<file path="src/rtl/sseg_count_ctrl.sv">
// Two-digit BCD up/down counter with IDLE/RUN/PAUSE sequencing and registered
// active-low seven-segment outputs. Define SSEG_LEAD_ZERO_BLANK_EN to blank a zero tens digit.
module sseg_count_ctrl #(
    parameter int CLKS_PER_TICK = 25000000
) (
    input  logic       i_Clk,
    input  logic       i_Rst_L,
    input  logic       i_Start,
    input  logic       i_Stop,
    input  logic       i_Clear,
    input  logic       i_Up,
    output logic [6:0] o_Seg_Tens,
    output logic [6:0] o_Seg_Ones,
    output logic       o_Running,
    output logic       o_Wrap
);
    localparam int PW = $clog2(CLKS_PER_TICK);
    localparam logic [PW-1:0] PRESC_LAST = PW'(CLKS_PER_TICK - 1);
`ifdef SSEG_LEAD_ZERO_BLANK_EN
    localparam bit LZ_BLANK = 1'b1;
`else
    localparam bit LZ_BLANK = 1'b0;
`endif
    localparam logic [6:0] SEG_ZERO = 7'b0000001;
    localparam logic [6:0] SEG_OFF  = 7'b1111111;

    typedef enum logic [1:0] {ST_IDLE, ST_RUN, ST_PAUSE} state_t;

    state_t        state_reg;
    logic          running_reg;
    logic [PW-1:0] presc_reg;
    logic [3:0]    digit_reg [2];   // [0] = ones, [1] = tens
    logic          wrap_evt_reg;
    logic          wrap_reg;
    logic          tick;
    logic          roll;

    function automatic logic [6:0] seg_encode(input logic [3:0] bcd);
        case (bcd)
            4'd0:    seg_encode = 7'b0000001;
            4'd1:    seg_encode = 7'b1001111;
            4'd2:    seg_encode = 7'b0010010;
            4'd3:    seg_encode = 7'b0000110;
            4'd4:    seg_encode = 7'b1001100;
            4'd5:    seg_encode = 7'b0100100;
            4'd6:    seg_encode = 7'b0100000;
            4'd7:    seg_encode = 7'b0001111;
            4'd8:    seg_encode = 7'b0000000;
            4'd9:    seg_encode = 7'b0000100;
            default: seg_encode = 7'b1111111;
        endcase
    endfunction

    assign tick = (state_reg == ST_RUN) && (presc_reg == PRESC_LAST);
    assign roll = i_Up ? ((digit_reg[1] == 4'd9) && (digit_reg[0] == 4'd9))
                       : ((digit_reg[1] == 4'd0) && (digit_reg[0] == 4'd0));

    // Stop is decoded ahead of start so a coincident pair pauses RUN and is a no-op elsewhere.
    always_ff @(posedge i_Clk or negedge i_Rst_L) begin
        if (!i_Rst_L) begin
            state_reg   <= ST_IDLE;
            running_reg <= 1'b0;
            presc_reg   <= '0;
        end else if (i_Clear) begin
            state_reg   <= ST_IDLE;
            running_reg <= 1'b0;
            presc_reg   <= '0;
        end else begin
            case (state_reg)
                ST_IDLE: begin
                    presc_reg <= '0;
                    if (i_Start && !i_Stop) begin
                        state_reg   <= ST_RUN;
                        running_reg <= 1'b1;
                    end
                end
                ST_RUN: begin
                    presc_reg <= tick ? '0 : presc_reg + 1'b1;
                    if (i_Stop) begin
                        state_reg   <= ST_PAUSE;
                        running_reg <= 1'b0;
                    end
                end
                ST_PAUSE: begin
                    if (i_Start && !i_Stop) begin
                        state_reg   <= ST_RUN;
                        running_reg <= 1'b1;
                    end
                end
                default: begin
                    state_reg   <= ST_IDLE;
                    running_reg <= 1'b0;
                    presc_reg   <= '0;
                end
            endcase
        end
    end

    always_ff @(posedge i_Clk or negedge i_Rst_L) begin
        if (!i_Rst_L) begin
            digit_reg[0] <= 4'd0;
            digit_reg[1] <= 4'd0;
            wrap_evt_reg <= 1'b0;
        end else if (i_Clear) begin
            digit_reg[0] <= 4'd0;
            digit_reg[1] <= 4'd0;
            wrap_evt_reg <= 1'b0;
        end else begin
            wrap_evt_reg <= tick && roll;
            if (tick) begin
                if (i_Up) begin
                    if (digit_reg[0] == 4'd9) begin
                        digit_reg[0] <= 4'd0;
                        digit_reg[1] <= (digit_reg[1] == 4'd9) ? 4'd0 : digit_reg[1] + 4'd1;
                    end else begin
                        digit_reg[0] <= digit_reg[0] + 4'd1;
                    end
                end else begin
                    if (digit_reg[0] == 4'd0) begin
                        digit_reg[0] <= 4'd9;
                        digit_reg[1] <= (digit_reg[1] == 4'd0) ? 4'd9 : digit_reg[1] - 4'd1;
                    end else begin
                        digit_reg[0] <= digit_reg[0] - 4'd1;
                    end
                end
            end
        end
    end

    // Encode stage: one register per digit, so segments trail the count by one cycle.
    for (genvar gi = 0; gi < 2; gi++) begin : gen_digit
        localparam bit         BLANK_ZERO = LZ_BLANK && (gi == 1);
        localparam logic [6:0] SEG_RST    = BLANK_ZERO ? SEG_OFF : SEG_ZERO;
        logic [6:0] seg_reg;

        always_ff @(posedge i_Clk or negedge i_Rst_L) begin
            if (!i_Rst_L) begin
                seg_reg <= SEG_RST;
            end else if (BLANK_ZERO && (digit_reg[gi] == 4'd0)) begin
                seg_reg <= SEG_OFF;
            end else begin
                seg_reg <= seg_encode(digit_reg[gi]);
            end
        end
    end

    // Wrap is delayed to line up with the segment update it belongs to.
    always_ff @(posedge i_Clk or negedge i_Rst_L) begin
        if (!i_Rst_L) begin
            wrap_reg <= 1'b0;
        end else begin
            wrap_reg <= wrap_evt_reg;
        end
    end

    assign o_Seg_Ones = gen_digit[0].seg_reg;
    assign o_Seg_Tens = gen_digit[1].seg_reg;
    assign o_Running  = running_reg;
    assign o_Wrap     = wrap_reg;
endmodule

</file>
<file path="config.mk">
export PLATFORM = sky130hd
export DESIGN_NAME = sseg_count_ctrl
export DESIGN_NICKNAME = d
export VERILOG_FILES = /design/src/rtl/sseg_count_ctrl.sv
export SDC_FILE = /design/constraint.sdc
export NUM_CORES = 1
export LEC_CHECK = 0
export BUFFER_PORTS_ARGS = -buffer_cell sky130_fd_sc_hd__buf_2
export CORE_UTILIZATION = 35
export DETAILED_ROUTE_END_ITERATION = 6
export GPL_TIMING_DRIVEN = 0
export PLACE_DENSITY_LB_ADDON = 0.05
export SYNTH_ARGS = -nofsm -noshare
export SYNTH_HDL_FRONTEND = slang
export SYNTH_SLANG_ARGS = --single-unit
</file>
<file path="constraint.sdc">
create_clock -name i_Clk -period 3.06 [get_ports i_Clk]
set_input_delay 0.459 -clock i_Clk [delete_from_list [all_inputs] [get_ports i_Clk]]
set_output_delay 0.459 -clock i_Clk [all_outputs]
set_load 0.02 [all_outputs]
</file>
==> flow_summary.ini <==
[outcome]
status = complete, no violations

[route]
detail-route-antenna-nets = 0
drc = 0
wire_per_inst_um = 14.8
vias_per_cell = 5.51
routed_wl_um = 6890
drtPass1Iterations = 4
vias = 2563
detail_route.iter0.violations = 123

[setup_path]
arrival_ns = 2.60
reg2reg_depth = 7
r2r-end = presc_reg[14]
rr_startpoint = presc_reg[0]
reg2reg_slack_ns = 0.70
cp-start-kind = flop
cpLargestDelayFamily = compound AO/OA/AOI/OAI gates
critPathKind = flop to flop
cpPeakStageDelay_ns = 0.45
crit_fanout = 10
slowest_stage = dfrtp_1
end_kind = flop
cp_data_required_time_ns = 3.29
crit_chain = ha_1, nand4_1, nor3_2, a211oi_2, clkbuf_1, o21ai_0, a31oi_1
crit_buf_inv = 1

[grt]
antenna_found_initial = 0
overflow = 0
grt_max_degree = 53
grt_pass1_vias = 2372
grt_usage_pct = 17.3
grt_pass1_wl_um = 11900

[timing]
slew_viol_final = 0
hold_violations = 0
max_slew.worst_pin.slew_ns = 1.18
grt_setup_unrepaired = false
skew_ns = 0.00540
setup_tns_ns = 0
relSlewSlack_pct = 21.4
period_needed_ns = 2.36
fin_crit_sh_pct = 77.2
clock.fmax_ghz = 0.423
holdWs_ns = 0.351
final-setup-viol-count = 0

[cells_and_area]
final_cell_mix = 50 x dfrtp_1, 33 x a21oi_1, 33 x nor2_1
fin_nets = 376
antenna_cells = 0
final_area_um2 = 3280
fillCellCount = 852
final_common_cell = dfrtp_1
largest_reg_flops = 25
seqCellArea_um2 = 1300
multi_input_area_um2 = 1540
drive_above_1_share_pct = 13.1
area_delta_synth_final_pct = 11.0

[clocking]
clk_latency_ns = 0.31
cts-buffers-inserted = 5
root_buffer = clkbuf_8
cts_resized = 0
clock_path_buffers = 2
cts_setup_buffers = 0
cts_hold_buf = 0
tritoncts = yes
h-tree-depth = 2
clkSlewWorstSetupHoldPaths_ns = 0.10
cts_sinks = 52

[synth]
syn_avg_cell_area_um2 = 8.92
ys_seq_area_share_pct = 44.1
yosysTopAreaCell = dfrtp_1
syn_area_um2 = 2950
synth_top_area_share_pct = 42.4
yosys_warnings = 0
synth_seq_cells = 52
synth_edf_count = 0
netlist_instances = 331
ys.flop_type = dfrtp_1
ys_async_sr_fraction_pct = 100
synthTopCellsByArea = dfrtp_1 42%, a21oi_1 5.6%, a31oi_1 5.1%
synthDistinctLibCells = 52
syn-num-nets = 348

[job]
drv_cap = 0

[die]
row_count = 33
initial_core_util_pct = 36.1
die_area_um2 = 8810
core_region_area_um2 = 8180
die_width_um = 93.9
die_h_um = 93.9
ios = 22

[place]
placed_cell_area_um2 = 3190
gp_congestion = 0.785
portBuffers = 21
dp.final_hpwl_um = 4860

[hold_path]
min_path_cells = 2
hp-class = primary input to flop
min_to = state_reg[0]
min_from = i_Stop

[power_and_ir_drop]
irDropWorstVdd_v = 0.000184
leakagePower_nw = 1.42
finalPower_mw = 1.52
power.density_nw_per_um2 = 464
-- Yosys cell counts, types with 3 or more instances --
cell type	n
nor2_1	33
a31oi_1	24
clkbuf_1	11
a21o_1	4
nand2_1	32
o21ai_0	20
nor2b_1	4
mux2i_1	3
nor3_1	7
nand2b_1	9
nand3_1	11
ha_1	11
nand4_1	5
and3_1	7
a21oi_1	33
or2_2	4
dfrtp_1	50
inv_1	12
a41oi_1	8
-- how the worst max path moves through the flow --
stage	startpoint	end	slack, ns	cells past startpoint
after floorplan	digit_reg[5]	digit_reg[1]	1.06	7
after global placement	digit_reg[5]	digit_reg[1]	0.68	7
after detailed placement	presc_reg[0]	presc_reg[14]	0.69	7
after CTS	presc_reg[0]	presc_reg[5]	0.67	7
after global routing	presc_reg[0]	presc_reg[14]	0.49	7
final	presc_reg[0]	presc_reg[14]	0.70	7
-- through the flow --
stage                     utilization [%]  instances  setup slack, ns
after floorplan                         -        331             1.06
after global placement               39.0        457            0.684
after detailed placement             39.0        457            0.691
after CTS                            40.1        465            0.674
after global routing                 40.1        465            0.493
final                                40.1        465            0.698
-- metal layers --
metal  part of all wire [%]  GRT usage [%]
met1                     54           26.4
met2                     42           25.1
met3                    3.0           2.67
met4                   0.78           4.62
met5                      0              0
-- power breakdown --
| part | switching, mW | leakage (nW) | internal [mW] | total (mW) |
|---|---|---|---|---|
| clock network | 0.241 | 0.0479 | 0.160 | 0.401 |
| registers | 0.0290 | 0.696 | 0.753 | 0.782 |
| logic | 0.224 | 0.679 | 0.115 | 0.339 |
-- kinds of logic (layout without fill, tap and decap cells) --
logic type	after synthesis	in the layout	synth area share (%)
AO/OA/AOI/OAI	107	107	22.6
adder cells (fa/ha/maj)	11	11	4.66
buffers and inverters	26	55	3.85
flip-flops	52	52	44.1
multiplexers	3	3	1.02
AND/OR/NAND/NOR	132	132	23.7
-- final cells by class --
cell class	count	share of cell area, %
multi-input cells	253	46.9
flip-flops and latches	52	39.8
well taps	105	4.01
repair buffers	21	3.21
clock buffers	5	2.10
plain buffers	14	2.10
inverters	12	1.37
clock inverters	3	0.573
-- worst reg2reg max path: stages, from the launching register on --
cell and delay (ns):
dfrtp_1 0.45, ha_1 0.26, nand4_1 0.28, nor3_2 0.11
a211oi_2 0.39, clkbuf_1 0.45, o21ai_0 0.17, a31oi_1 0.18
(Power assumes the default switching activity.)
